## config.mk

```make
export PLATFORM = sky130hd
export DESIGN_NAME = game_tick_sequencer_flat
export DESIGN_NICKNAME = d
export VERILOG_FILES = /design/src/rtl/game_tick_sequencer_if.sv /design/src/rtl/game_tick_sequencer.sv /design/src/flat_wrapper.sv
export SDC_FILE = /design/constraint.sdc
export NUM_CORES = 1
export LEC_CHECK = 0
export CORE_ASPECT_RATIO = 0.7
export CORE_MARGIN = 5
export CORE_UTILIZATION = 60
export CTS_CLUSTER_DIAMETER = 150
export CTS_CLUSTER_SIZE = 14
export DETAILED_ROUTE_END_ITERATION = 6
export DONT_BUFFER_PORTS = 1
export GPL_ROUTABILITY_DRIVEN = 0
export PLACE_DENSITY = 0.76
export SLEW_MARGIN = 30
export SYNTH_ARGS = -nofsm -noshare
export SYNTH_HDL_FRONTEND = slang
export SYNTH_SLANG_ARGS = --single-unit
```

## constraint.sdc

```tcl
create_clock -name device_clock -period 2.8 [get_ports device_clock]
set_clock_uncertainty 0.2 [all_clocks]
set_input_delay 0.28 -clock device_clock [delete_from_list [all_inputs] [get_ports device_clock]]
set_output_delay 0.28 -clock device_clock [all_outputs]
set_load 0.02 [all_outputs]
```

## src/rtl/game_tick_sequencer_if.sv

```systemverilog
// game_tick_sequencer_if: strobe/status bundle between the game sequencer and its datapaths
// Ports: game_state, upd_obstacle, upd_dino, chk_collide, jump_req, speed_level, score from the sequencer;
//        collision back from the collision datapath.
interface game_tick_sequencer_if #(parameter int SCORE_W = 16);
    logic [1:0]         game_state;
    logic               upd_obstacle;
    logic               upd_dino;
    logic               chk_collide;
    logic               collision;
    logic               jump_req;
    logic [2:0]         speed_level;
    logic [SCORE_W-1:0] score;
    modport master (output game_state, upd_obstacle, upd_dino, chk_collide, jump_req, speed_level, score,
                    input collision);
    modport slave  (input game_state, upd_obstacle, upd_dino, chk_collide, jump_req, speed_level, score,
                    output collision);
endinterface

```

## src/rtl/game_tick_sequencer.sv

```systemverilog
// game_tick_sequencer: Dino game FSM issuing ordered per-tick update strobes, score and speed level
// Ports: device_clock, rst (async active-low), clk_20Hz/clk_500Hz (async divided clocks sampled as data),
//        btn_jump (debounced level), bus (master side of game_tick_sequencer_if).
module game_tick_sequencer #(
    parameter int SPEED_STEP_TICKS = 200,
    parameter int MAX_LEVEL        = 7,
    parameter int SCORE_W          = 16,
    parameter int LOCKOUT_TICKS    = 10
) (
    input  logic                   device_clock,
    input  logic                   rst,
    input  logic                   clk_20Hz,
    input  logic                   clk_500Hz,
    input  logic                   btn_jump,
    game_tick_sequencer_if.master  bus
);
    localparam int STEP_W = SPEED_STEP_TICKS > 1 ? $clog2(SPEED_STEP_TICKS) : 1;
    localparam int LOCK_W = $clog2(LOCKOUT_TICKS + 1);
    localparam logic [STEP_W-1:0] STEP_LAST = STEP_W'(SPEED_STEP_TICKS - 1);
    localparam logic [LOCK_W-1:0] LOCK_MAX  = LOCK_W'(LOCKOUT_TICKS);
    localparam logic [2:0]        LEVEL_MAX = 3'(MAX_LEVEL);

    typedef enum logic [1:0] {IDLE = 2'b00, RUN = 2'b01, OVER = 2'b10} state_t;

    state_t             state_q, state_d;
    logic [2:0]         s20_q, s500_q;
    logic               btn_prev_q;
    logic               obs_q, obs_d, dino_q, dino_d, chk_q, chk_d, smp_q, smp_d;
    logic               jump_q, jump_d;
    logic [2:0]         level_q, level_d;
    logic [SCORE_W-1:0] score_q, score_d;
    logic [STEP_W-1:0]  step_q, step_d;
    logic [LOCK_W-1:0]  lock_q, lock_d;
    logic               tick20, tick500, press, busy, start;

    // bit 0/1 synchronize, bit 2 holds the previous synchronized level for edge detection
    assign tick20  = s20_q[1] & ~s20_q[2];
    assign tick500 = s500_q[1] & ~s500_q[2];
    assign press   = tick500 & btn_jump & ~btn_prev_q;
    // smp_q marks T+3, the cycle in which collision is valid
    assign busy    = obs_q | dino_q | chk_q | smp_q;
    assign start   = press & (state_q == IDLE || (state_q == OVER && lock_q == LOCK_MAX));

    always_ff @(posedge device_clock or negedge rst) begin
        if (!rst) begin
            state_q    <= IDLE;
            s20_q      <= '0;
            s500_q     <= '0;
            btn_prev_q <= 1'b0;
            obs_q      <= 1'b0;
            dino_q     <= 1'b0;
            chk_q      <= 1'b0;
            smp_q      <= 1'b0;
            jump_q     <= 1'b0;
            level_q    <= '0;
            score_q    <= '0;
            step_q     <= '0;
            lock_q     <= '0;
        end else begin
            state_q    <= state_d;
            s20_q      <= {s20_q[1:0], clk_20Hz};
            s500_q     <= {s500_q[1:0], clk_500Hz};
            btn_prev_q <= tick500 ? btn_jump : btn_prev_q;
            obs_q      <= obs_d;
            dino_q     <= dino_d;
            chk_q      <= chk_d;
            smp_q      <= smp_d;
            jump_q     <= jump_d;
            level_q    <= level_d;
            score_q    <= score_d;
            step_q     <= step_d;
            lock_q     <= lock_d;
        end
    end

    always_comb begin
        state_d = state_q;
        obs_d   = 1'b0;
        dino_d  = 1'b0;
        chk_d   = 1'b0;
        smp_d   = 1'b0;
        jump_d  = jump_q;
        level_d = level_q;
        score_d = score_q;
        step_d  = step_q;
        lock_d  = lock_q;
        if (start) begin
            state_d = RUN;
            jump_d  = 1'b0;
            level_d = '0;
            score_d = '0;
            step_d  = '0;
        end else if (state_q == OVER) begin
            lock_d = (tick20 && lock_q != LOCK_MAX) ? lock_q + LOCK_W'(1) : lock_q;
        end else if (state_q == RUN) begin
            obs_d  = tick20 & ~busy;
            dino_d = obs_q;
            chk_d  = dino_q;
            smp_d  = chk_q;
            // the dino datapath consumes jump_req during upd_dino; a press in that same cycle survives
            jump_d = press | (jump_q & ~dino_q);
            if (smp_q && bus.collision) begin
                state_d = OVER;
                lock_d  = '0;
            end else if (smp_q) begin
                score_d = &score_q ? score_q : score_q + SCORE_W'(1);
                step_d  = step_q == STEP_LAST ? '0 : step_q + STEP_W'(1);
                level_d = (step_q == STEP_LAST && level_q != LEVEL_MAX) ? level_q + 3'd1 : level_q;
            end
        end
    end

    assign bus.game_state   = state_q;
    assign bus.upd_obstacle = obs_q;
    assign bus.upd_dino     = dino_q;
    assign bus.chk_collide  = chk_q;
    assign bus.jump_req     = jump_q;
    assign bus.speed_level  = level_q;
    assign bus.score        = score_q;
endmodule

```

## src/flat_wrapper.sv

```systemverilog
// flat-port wrapper written by rule: the top's interface ports become plain ports
module game_tick_sequencer_flat 
#(
    parameter int SPEED_STEP_TICKS = 200,
    parameter int MAX_LEVEL        = 7,
    parameter int SCORE_W          = 16,
    parameter int LOCKOUT_TICKS    = 10
)
  (device_clock, rst, clk_20Hz, clk_500Hz, btn_jump, bus_game_state, bus_upd_obstacle, bus_upd_dino, bus_chk_collide, bus_jump_req, bus_speed_level, bus_score, bus_collision);
  game_tick_sequencer_if #(.SCORE_W(SCORE_W)) bus_i ();
  input  logic device_clock;
  input  logic rst;
  input  logic clk_20Hz;
  input  logic clk_500Hz;
  input  logic btn_jump;
  output wire logic [$bits(bus_i.game_state)-1:0] bus_game_state;
  output wire logic [$bits(bus_i.upd_obstacle)-1:0] bus_upd_obstacle;
  output wire logic [$bits(bus_i.upd_dino)-1:0] bus_upd_dino;
  output wire logic [$bits(bus_i.chk_collide)-1:0] bus_chk_collide;
  output wire logic [$bits(bus_i.jump_req)-1:0] bus_jump_req;
  output wire logic [$bits(bus_i.speed_level)-1:0] bus_speed_level;
  output wire logic [$bits(bus_i.score)-1:0] bus_score;
  input wire logic [$bits(bus_i.collision)-1:0] bus_collision;
  assign bus_game_state = bus_i.game_state;
  assign bus_upd_obstacle = bus_i.upd_obstacle;
  assign bus_upd_dino = bus_i.upd_dino;
  assign bus_chk_collide = bus_i.chk_collide;
  assign bus_jump_req = bus_i.jump_req;
  assign bus_speed_level = bus_i.speed_level;
  assign bus_score = bus_i.score;
  assign bus_i.collision = bus_collision;
  game_tick_sequencer #(.SPEED_STEP_TICKS(SPEED_STEP_TICKS), .MAX_LEVEL(MAX_LEVEL), .SCORE_W(SCORE_W), .LOCKOUT_TICKS(LOCKOUT_TICKS)) u_core (.device_clock(device_clock), .rst(rst), .clk_20Hz(clk_20Hz), .clk_500Hz(clk_500Hz), .btn_jump(btn_jump), .bus(bus_i));
endmodule
```

==> flow_summary.json <==
{
  "worst_slack_ns": 0.251,
  "yosysUniqueCellTypes": 45,
  "grt_pass1_vias": 1703,
  "grt_pass1_wl_um": 8110,
  "place_inst": 267,
  "synth-seq-cells": 45,
  "route.met2.wl_um": 2350,
  "start_kind": "register",
  "synth_ff_type": "dfrtp_1",
  "wire_per_inst_um": 17.5,
  "max_cap_violations": 0,
  "fmax_mhz": 392,
  "syn_area_per_cell_um2": 10.2,
  "cts_tree": "yes",
  "clk_path_buf_depth": 2,
  "start_util_pct": 63.0,
  "drive_gt1_share_pct": 10.5,
  "dp_slack_ns": 0.281,
  "cts_root_buffer": "clkbuf_8",
  "outcome": "completed",
  "power.density_nw_per_um2": 562,
  "grt_max_degree": 46,
  "p_comb_share_pct": 17.2,
  "top_layer_used": "met4",
  "yosysWarnings": 0,
  "seq_area_um2": 1130,
  "placed_area_um2": 2300,
  "synthAdderAreaFrac_pct": 5.03,
  "seq_area_frac_synth_pct": 50.3,
  "cts_made_buffers": 5,
  "area.growth.synth_to_final_pct": 9.55,
  "rsz0062_at_grt": "false",
  "drt_iter0_drc": 125,
  "drc_errors": 0,
  "syn_area_um2": 2240,
  "dieArea_um2": 5080,
  "crit_fanout": 11,
  "firstDrtPassIters": 4,
  "cts_setup_buffers": 0,
  "core_um2": 3560,
  "vias": 1681,
  "drt-met1-wl_um": 2080,
  "setup_viol": 0,
  "synth_nets": 235,
  "power.internal_uw": 982,
  "nets": 244,
  "critPathKind": "reg -> reg",
  "synth_compound_area_share_pct": 6.70,
  "crit_arrival_ns": 2.56,
  "irDropWorstVdd_uv": 440,
  "ios": 31,
  "synth-xor-area-share_pct": 5.47,
  "n_fill_cell": 301,
  "hold_path.class": "in -> reg",
  "clockPowerShare_pct": 28.8,
  "wl_met3_um": 407,
  "p_switching_uw": 397,
  "multiInputGateArea_um2": 1060,
  "drt_wl_total_um": 4880,
  "final.setup.tns_ns": 0,
  "synth_edf_count": 0,
  "maxSlewViolCount": 0,
  "design_area_um2": 2450,
  "die_y_um": 61.1,
  "grt_remaining_overflow": 0,
  "async_reset_ff_share_pct": 100,
  "tightestPinTransition_ns": 0.554,
  "cts_resized": 0,
  "clkSlewWorstSetupHoldPaths_ns": 0.08,
  "power_uw": 1380,
  "clock_latency_ns": 0.29,
  "port_buffers": 0,
  "htreeDepth": 2,
  "synth_top_family_by_area": "simple AND/OR/NAND/NOR gates",
  "pwr-share-seq_pct": 54.0,
  "synth.area.mux_share_pct": 1.90,
  "power_switching_share_pct": 28.8,
  "fin_crit_ns": 2.55,
  "leakage_uw": 0.00110,
  "antenna_cells": 0,
  "cts_sinks": 45,
  "relSlewSlack_pct": 62.7,
  "finalHoldViolations": 0,
  "fp.dieW_um": 83.0,
  "antenna_found_initial": 0,
  "stdcell_count": 279,
  "synth-simple-area-share_pct": 28.4,
  "place_hpwl_um": 3510,
  "timing.final.crit_share_pct": 91.0,
  "post_drt_via_cell_ratio": 6.03,
  "fp-row-count": 18,
  "synth_cells": 220,
  "crit_required_ns": 2.81,
  "end_kind": "register",
  "grt_use_total_pct": 20.4,
  "ant_nets": 0
}
[sequential cells by signal (all words and copies together), names as in the netlist]
register and cells:
u_core.smp_q 1, u_core.bus.upd_dino 1, u_core.bus.jump_req 1, u_core.btn_prev_q 1, u_core.bus.game_state 2, u_core.s500_q 3
u_core.bus.score 16, u_core.step_q 8, u_core.bus.upd_obstacle 1, u_core.bus.speed_level 3, u_core.lock_q 4, u_core.s20_q 3
u_core.bus.chk_collide 1
[power groups by stage]
stage | sequential, uW | clock, uW | combinational [uW]
after global placement | 753 | 0 | 197
after detailed placement | 758 | 0 | 215
after CTS | 745 | 407 | 235
after floorplan | 760 | 0 | 156
final | 745 | 397 | 237
after global routing | 752 | 434 | 270
[metrics by stage]
step                      util (%)  hold WS, ns
final                         69.0       0.0212
after CTS                     69.0       0.0175
after detailed placement      64.8       -0.215
after floorplan                  -       -0.216
after global routing          69.0       0.0145
after global placement        64.8       -0.215
[cell type report]
cell class / instances / share of cell area [%]
timing repair buffer: 10 / 3.98
sequential: 45 / 45.9
tap: 50 / 2.55
clock buffer: 6 / 3.36
multi-input combinational: 163 / 43.3
clock inverter: 1 / 0.306
inverter: 4 / 0.612
[what timing repair did]
| item | CTS | global route |
|---|---|---|
| hold endpoints to repair | 48 | 0 |
| hold buffers | 5 | 0 |
| setup endpoints to repair | 0 | 0 |
[critical path, cell delays in order (launching register included)]
cell     delay, ns
dfrtp_1       0.48
ha_1          0.34
and2b_1       0.36
and3b_1       0.43
nand2_1       0.15
or3_1         0.36
a21oi_1       0.15
[cell families after synthesis]
family | count (synthesis)
and+or+nand+nor | 110
DFF | 45
AOI/OAI and AO/OA | 26
xor gates and xnor gates | 14
buffers and inverters | 12
adders and majority gates | 9
muxes | 4
[placed cells by master (no fill, tap or decap), types with 5 or more instances in the layout]
master    count
dfrtp_1      45
nand2_1      26
nor2_1       23
xnor2_1      12
o21ai_0      10
nand3_1       9
ha_1          9
a21oi_1       8
nor4_1        7
and3_1        6
nor3_1        6
clkbuf_8      6
nand4_1       5
buf_4         5
[synthesized netlist by cell type (all sizes together), types with 2 or more instances]
cell	count	area [um^2]
dfrtp	45	1130
nand2	26	97.6
nor2	23	86.3
xnor2	12	105
o21ai	10	50.1
ha	9	113
nand3	9	45.0
a21oi	8	40.0
nor4	8	65.1
buf	7	32.5
and3	6	37.5
nand4	6	52.6
nor3	6	30.0
inv	4	15.0
or3	4	30.0
or4	4	33.8
nand4b	3	32.5
a22oi	2	15.0
mux2	2	22.5
mux2i	2	20.0
nand2b	2	12.5
nor4b	2	17.5
or2	2	12.5
or4b	2	20.0
xor2	2	17.5
[per-layer routing]
metal  track usage (%)  up-vias
li1                  -      800
met1              25.4      811
met2              36.4       64
met3              5.75        6
met4              4.90        0
met5                 0        -
[final timing paths]
path	start	slack, ns	end	cells past startpoint
worst min register to register	u_core.s20_q[0]	0.16	u_core.s20_q[1]	0
min in group asynchronous	rst	0.26	u_core.bus.game_state[1]	2
max in group asynchronous	rst	1.93	u_core.bus.score[12]	2
worst max register to register	u_core.bus.game_state[1]	0.25	u_core.step_q[3]	6
worst max-delay path	u_core.bus.game_state[1]	0.25	u_core.step_q[3]	6
worst min-delay path	bus_collision	0.02	u_core.bus.game_state[1]	2
No activity file was read; power rests on OpenSTA's default activity.
